$ cat config.mk
export PLATFORM = sky130hd
export DESIGN_NAME = dft_tap_table_rx
export DESIGN_NICKNAME = d
export VERILOG_FILES = /design/src/rtl/dft_tap_table_rx.sv
export SDC_FILE = /design/constraint.sdc
export NUM_CORES = 1
export LEC_CHECK = 0
export CAP_MARGIN = 30
export CORE_MARGIN = 10
export CORE_UTILIZATION = 35
export CTS_BUF_LIST = sky130_fd_sc_hd__clkbuf_8
export CTS_CLUSTER_DIAMETER = 40
export CTS_CLUSTER_SIZE = 20
export DETAILED_ROUTE_END_ITERATION = 6
export HOLD_SLACK_MARGIN = 0.05
export PLACE_DENSITY = 0.68
export SYNTH_ARGS = -nofsm -noshare
export SYNTH_HDL_FRONTEND = slang
export SYNTH_SLANG_ARGS = --single-unit
$ cat constraint.sdc
create_clock -name CLK -period 3.1 [get_ports CLK]
set_clock_uncertainty 0.1 [all_clocks]
set_input_delay 0.62 -clock CLK [delete_from_list [all_inputs] [get_ports CLK]]
set_output_delay 0.62 -clock CLK [all_outputs]
set_load 0.05 [all_outputs]
$ cat src/rtl/dft_tap_table_rx.sv
// dft_tap_table_rx: captures a DFT (delay, obj_id) tap stream into a latency-adjusted per-object table
// Ports: CLK/reset (sync, active-high); arm starts a capture; in_valid + delay_matrix_element +
// obj_id_element deliver one pair; hardware_latency is subtracted from each delay; rd_en/rd_obj_id
// read the table with one-cycle latency into rd_valid/rd_delay/rd_present; capture_busy and
// table_complete report progress; dup_err/underflow_err/overflow_err/timeout_err are sticky until arm.
module dft_tap_table_rx #(
  parameter int delay_length = 14,
  parameter int obj_id_width = 2,
  parameter int N_obj = 4,
  parameter logic [delay_length-1:0] sentinel = 14'h3fff,
  parameter int timeout_cycles = 64,
  parameter int timeout_width = 7
) (
  input  logic                    CLK,
  input  logic                    reset,
  input  logic                    arm,
  input  logic                    in_valid,
  input  logic [delay_length-1:0] delay_matrix_element,
  input  logic [obj_id_width-1:0] obj_id_element,
  input  logic [delay_length-1:0] hardware_latency,
  input  logic                    rd_en,
  input  logic [obj_id_width-1:0] rd_obj_id,
  output logic                    rd_valid,
  output logic [delay_length-1:0] rd_delay,
  output logic                    rd_present,
  output logic                    capture_busy,
  output logic                    table_complete,
  output logic                    dup_err,
  output logic                    underflow_err,
  output logic                    overflow_err,
  output logic                    timeout_err
);
  localparam logic [1:0] S_IDLE = 2'd0;
  localparam logic [1:0] S_CAP  = 2'd1;
  localparam logic [1:0] S_DONE = 2'd2;
  localparam logic [obj_id_width:0] CNT_LAST = (obj_id_width+1)'(N_obj - 1);
  localparam logic [timeout_width-1:0] WD_LAST = timeout_width'(timeout_cycles - 1);
  logic [1:0]              r_state, w_state;
  logic [delay_length-1:0] r_tab [N_obj];
  logic [delay_length-1:0] w_tab [N_obj];
  logic [N_obj-1:0]        r_wr, w_wr, r_pres, w_pres;
  logic [obj_id_width:0]   r_cnt, w_cnt;
  logic [timeout_width-1:0] r_wd, w_wd;
  logic [3:0]              r_err, w_err;
  logic                    w_sent, w_low;
  logic [delay_length-1:0] w_adj;
  assign w_sent = delay_matrix_element == sentinel;
  assign w_low  = delay_matrix_element < hardware_latency;
  assign w_adj  = w_sent ? sentinel : w_low ? '0 : delay_matrix_element - hardware_latency;
  assign capture_busy   = r_state == S_CAP;
  assign table_complete = r_state == S_DONE;
  assign {dup_err, underflow_err, overflow_err, timeout_err} = r_err;
  always_comb begin
    w_state = r_state;
    w_tab   = r_tab;
    w_wr    = r_wr;
    w_pres  = r_pres;
    w_cnt   = r_cnt;
    w_wd    = r_wd;
    w_err   = r_err;
    if (arm) begin
      w_wr    = '0;
      w_pres  = '0;
      w_cnt   = '0;
      w_wd    = '0;
      w_err   = '0;
      w_state = S_CAP;
    end else if (r_state == S_CAP && in_valid) begin
      w_tab[obj_id_element]  = w_adj;
      w_pres[obj_id_element] = !w_sent;
      w_wr[obj_id_element]   = 1'b1;
      w_wd     = '0;
      w_err[2] = r_err[2] | (w_low & !w_sent);
      if (r_wr[obj_id_element]) w_err[3] = 1'b1;
      else begin
        w_cnt = r_cnt + 1'b1;
        if (r_cnt == CNT_LAST) w_state = S_DONE;
      end
    end else if (r_state == S_CAP) begin
      w_wd     = r_wd == WD_LAST ? '0 : r_wd + 1'b1;
      w_state  = r_wd == WD_LAST ? S_IDLE : S_CAP;
      w_err[0] = r_err[0] | (r_wd == WD_LAST);
    end else if (r_state == S_DONE && in_valid) w_err[1] = 1'b1;
  end
  // Read port samples the next-state table so a same-cycle write (or arm clear) is seen immediately.
  always_ff @(posedge CLK) begin
    if (reset) begin
      r_state    <= S_IDLE;
      for (int i = 0; i < N_obj; i++) r_tab[i] <= '0;
      r_wr       <= '0;
      r_pres     <= '0;
      r_cnt      <= '0;
      r_wd       <= '0;
      r_err      <= '0;
      rd_valid   <= 1'b0;
      rd_delay   <= '0;
      rd_present <= 1'b0;
    end else begin
      r_state  <= w_state;
      r_tab    <= w_tab;
      r_wr     <= w_wr;
      r_pres   <= w_pres;
      r_cnt    <= w_cnt;
      r_wd     <= w_wd;
      r_err    <= w_err;
      rd_valid <= rd_en;
      if (rd_en) begin
        rd_delay   <= w_tab[rd_obj_id];
        rd_present <= w_pres[rd_obj_id];
      end
    end
  end
endmodule

==> reports/results.ini <==
[placed_design]
numPortBuffers = 58
post-place-ws_ns = -0.851
hpwl_um = 11800
placed_cells = 913
placed_cell_area_um2 = 6390
routabilityCongestion = 0.872

[worst_setup_path]
crit_path_start_kind = input port
worst_setup_path_end_kind = flip-flop
cp_max_fo = 4
crit_required_ns = 3.31
cp.arrival_ns = 3.23
path_class = in2reg

[floorplanning]
dieArea_um2 = 19100
rows = 43
chipHeight_um = 138
core_area_um2 = 13800
io_pins = 59
initial_core_util_pct = 35.5
dieWidth_um = 138

[flow_run]
cap_violations = 0

[final_layout]
nets = 808
areaGrowthSynthToFinish_pct = 42.8
nFillCells = 1299
antenna_cells = 0
final_cells = 938
drive_above_1_share_pct = 27.2
final_area_um2 = 6990

[clock_network]
clock_path_buffers = 2
cts_buffers = 9
htree_levels = 3
clkTransAtPathRegs_ns = 0.10
tritoncts = yes
root_buffer = clkbuf_8
clock-sinks = 96
clock_latency_ns = 0.37

[global_route]
grt_pass1_wl_um = 26100
grt_pass1_vias = 5218
overflow = 0
antenna_found_initial = 0
grt_max_degree = 30
track_usage_pct = 16.0

[yosys]
yosys_warnings = 0
synth-async-reset-ratio_pct = 0
synthDominantCellAreaShare_pct = 39.3
synth_ff_type = dfxtp_1
ys_ff_latch = 96
yosysTopAreaCell = dfxtp_1
synthTopCellsByArea = dfxtp_1 39%, nor2_1 8.9%, a211oi_1 5.4%
ys_types = 65
synthCells = 604
synth_nets = 659
synth_area_per_cell_um2 = 8.10
ys_seq_area_share_pct = 39.3
syn_area_um2 = 4890
synth_edf_count = 0

[sta]
tightest_slew_ns = 0.898
holdWs_ns = 0.366
hold_viol_final = 0
post-route-min-period_ns = 3.02
setup_ws_ns = 0.0812
setup_viol = 0
relSlewSlack_pct = 39.9
fmax_ghz = 0.331
grt_setup_unrepaired = true
fin_crit_sh_pct = 97.4
final-max-slew-violation-count = 0

[pwr]
p_leak_nw = 2.71
p_clk_share_pct = 29.7
comb_power_share_pct = 24.7
p_sw_mw = 0.831
seq_power_share_pct = 45.6
sw_frac_of_total_pct = 29.9
p_total_mw = 2.78
peakVddDrop_v = 0.000258
p_int_mw = 1.95
power_density_nw_per_um2 = 398

[detailed_routing]
antenna_left = 0
drt-total-wl_um = 16100
drt-initial-drc-count = 416
num_vias = 5211
wl_per_cell_um = 17.2
post_drt_via_cell_ratio = 5.56
drc = 0
first_pass_iters = 7

[outcome]
outcome = finished, final reports clean

[worst_hold_path]
worstHoldPathType = reg2reg

==> layout by cell type (no fill, tap or decap), types with 8 or more instances in the layout <==
master	n
a211oi_1	33
a21oi_1	32
and2_1	14
buf_4	110
clkbuf_8	9
clkdlybuf4s50_1	41
dfxtp_1	96
dlymetal6s2s_1	10
ha_1	8
ha_4	9
inv_1	16
inv_2	8
nand2_1	26
nand2b_1	9
nand3_1	14
nor2_1	114
nor3_1	22
o21ai_0	24
o22ai_2	8
==> critical path, cell delays in order <==
cell and delay [ns]:
buf_8 0.09, inv_8 0.03, ha_4 0.15, fa_2 0.35, nand2b_4 0.15, a211o_1 0.28, a211o_1 0.29, a21o_4 0.25
nor3_4 0.24, o22ai_2 0.15, mux4_2 0.50, o21ai_2 0.14
==> power by group through the flow <==
stage	Sequential [mW]	Combinational, mW	Clock [mW]
finish	1.27	0.686	0.824
global route	1.27	0.740	0.884
CTS	1.27	0.636	0.831
detailed placement	1.30	0.604	0
global placement	1.29	0.592	0
floorplan	1.32	0.295	0
==> path summary, 6_finish.rpt <==
kind                      end                    start  cells after the start  slack (ns)
setup / recovery  rd_delay[7]  delay_matrix_element[0]                     12        0.08
hold reg to reg       r_wr[1]                  r_wr[1]                      2        0.37
setup reg to reg  rd_delay[9]               r_state[1]                      8        0.59
hold / removal        r_wr[1]                  r_wr[1]                      2        0.37
==> state kept, by name (all words and copies together), names as in the netlist <==
register and flops:
r_state 2, rd_delay 14, r_pres 4, r_tab 56, rd_present 1, r_err 4
r_wd 7, r_cnt 3, rd_valid 1, r_wr 4
==> cells in the mapped netlist, types with 3 or more instances <==
| cell type | count |
|---|---|
| nor2_1 | 116 |
| dfxtp_1 | 96 |
| a21oi_1 | 39 |
| a211oi_1 | 35 |
| nand2_1 | 27 |
| clkbuf_1 | 25 |
| nor3_1 | 24 |
| o21ai_0 | 24 |
| inv_1 | 23 |
| ha_1 | 17 |
| nand3_1 | 17 |
| and2_1 | 15 |
| o22ai_1 | 15 |
| nand2b_1 | 10 |
| or3_1 | 7 |
| a31oi_1 | 6 |
| buf_2 | 6 |
| nand4_1 | 6 |
| a21o_1 | 5 |
| mux4_2 | 5 |
| nor4_1 | 5 |
| o21a_1 | 5 |
| o221ai_1 | 5 |
| o31ai_1 | 5 |
| xnor2_1 | 5 |
| a211o_1 | 4 |
| and3_1 | 3 |
| nor2_2 | 3 |
| nor2b_1 | 3 |
| nor3b_1 | 3 |
| o211ai_1 | 3 |
| xor2_1 | 3 |
==> cell families after synthesis <==
group,synth area share [%]
AOI/OAI and AO/OA,23.4
buffers and inverters,4.68
muxes,2.74
xor gates and xnor gates,1.43
adders and majority gates,4.76
and+or+nand+nor,23.7
DFF,39.3
==> through the flow <==
stage / setup TNS, ns / util, %
after CTS: 0 / 48.9
after global placement: -33.34 / 46.4
after floorplan: -0.214 / -
after detailed placement: -37.65 / 46.4
final: 0 / 50.7
after global routing: -0.00995 / 50.7
==> per-layer routing <==
metal  part of all wire (%)  track usage, %
met5                      0               0
met4                    2.9            5.33
met3                    6.6            3.32
met2                     49            27.3
met1                     42            19.6
==> what timing repair did <==
action | CTS | global route
buffers inserted | 7 | 2
hold buffers | 0 | 0
resized for setup | 32 | 54
setup endpoints to repair | 61 | 17
pin swaps | 13 | 19
==> final cells by class <==
class,count,area (um2),share of cell area [%]
multi-input combinational,450,3070,44.0
clock inverter,7,73.8,1.06
timing repair buffer,172,1470,21.0
tap,180,225,3.22
clock buffer,9,124,1.77
sequential,96,1920,27.5
inverter,24,97.6,1.40
No activity file was read; power rests on OpenSTA's default activity.
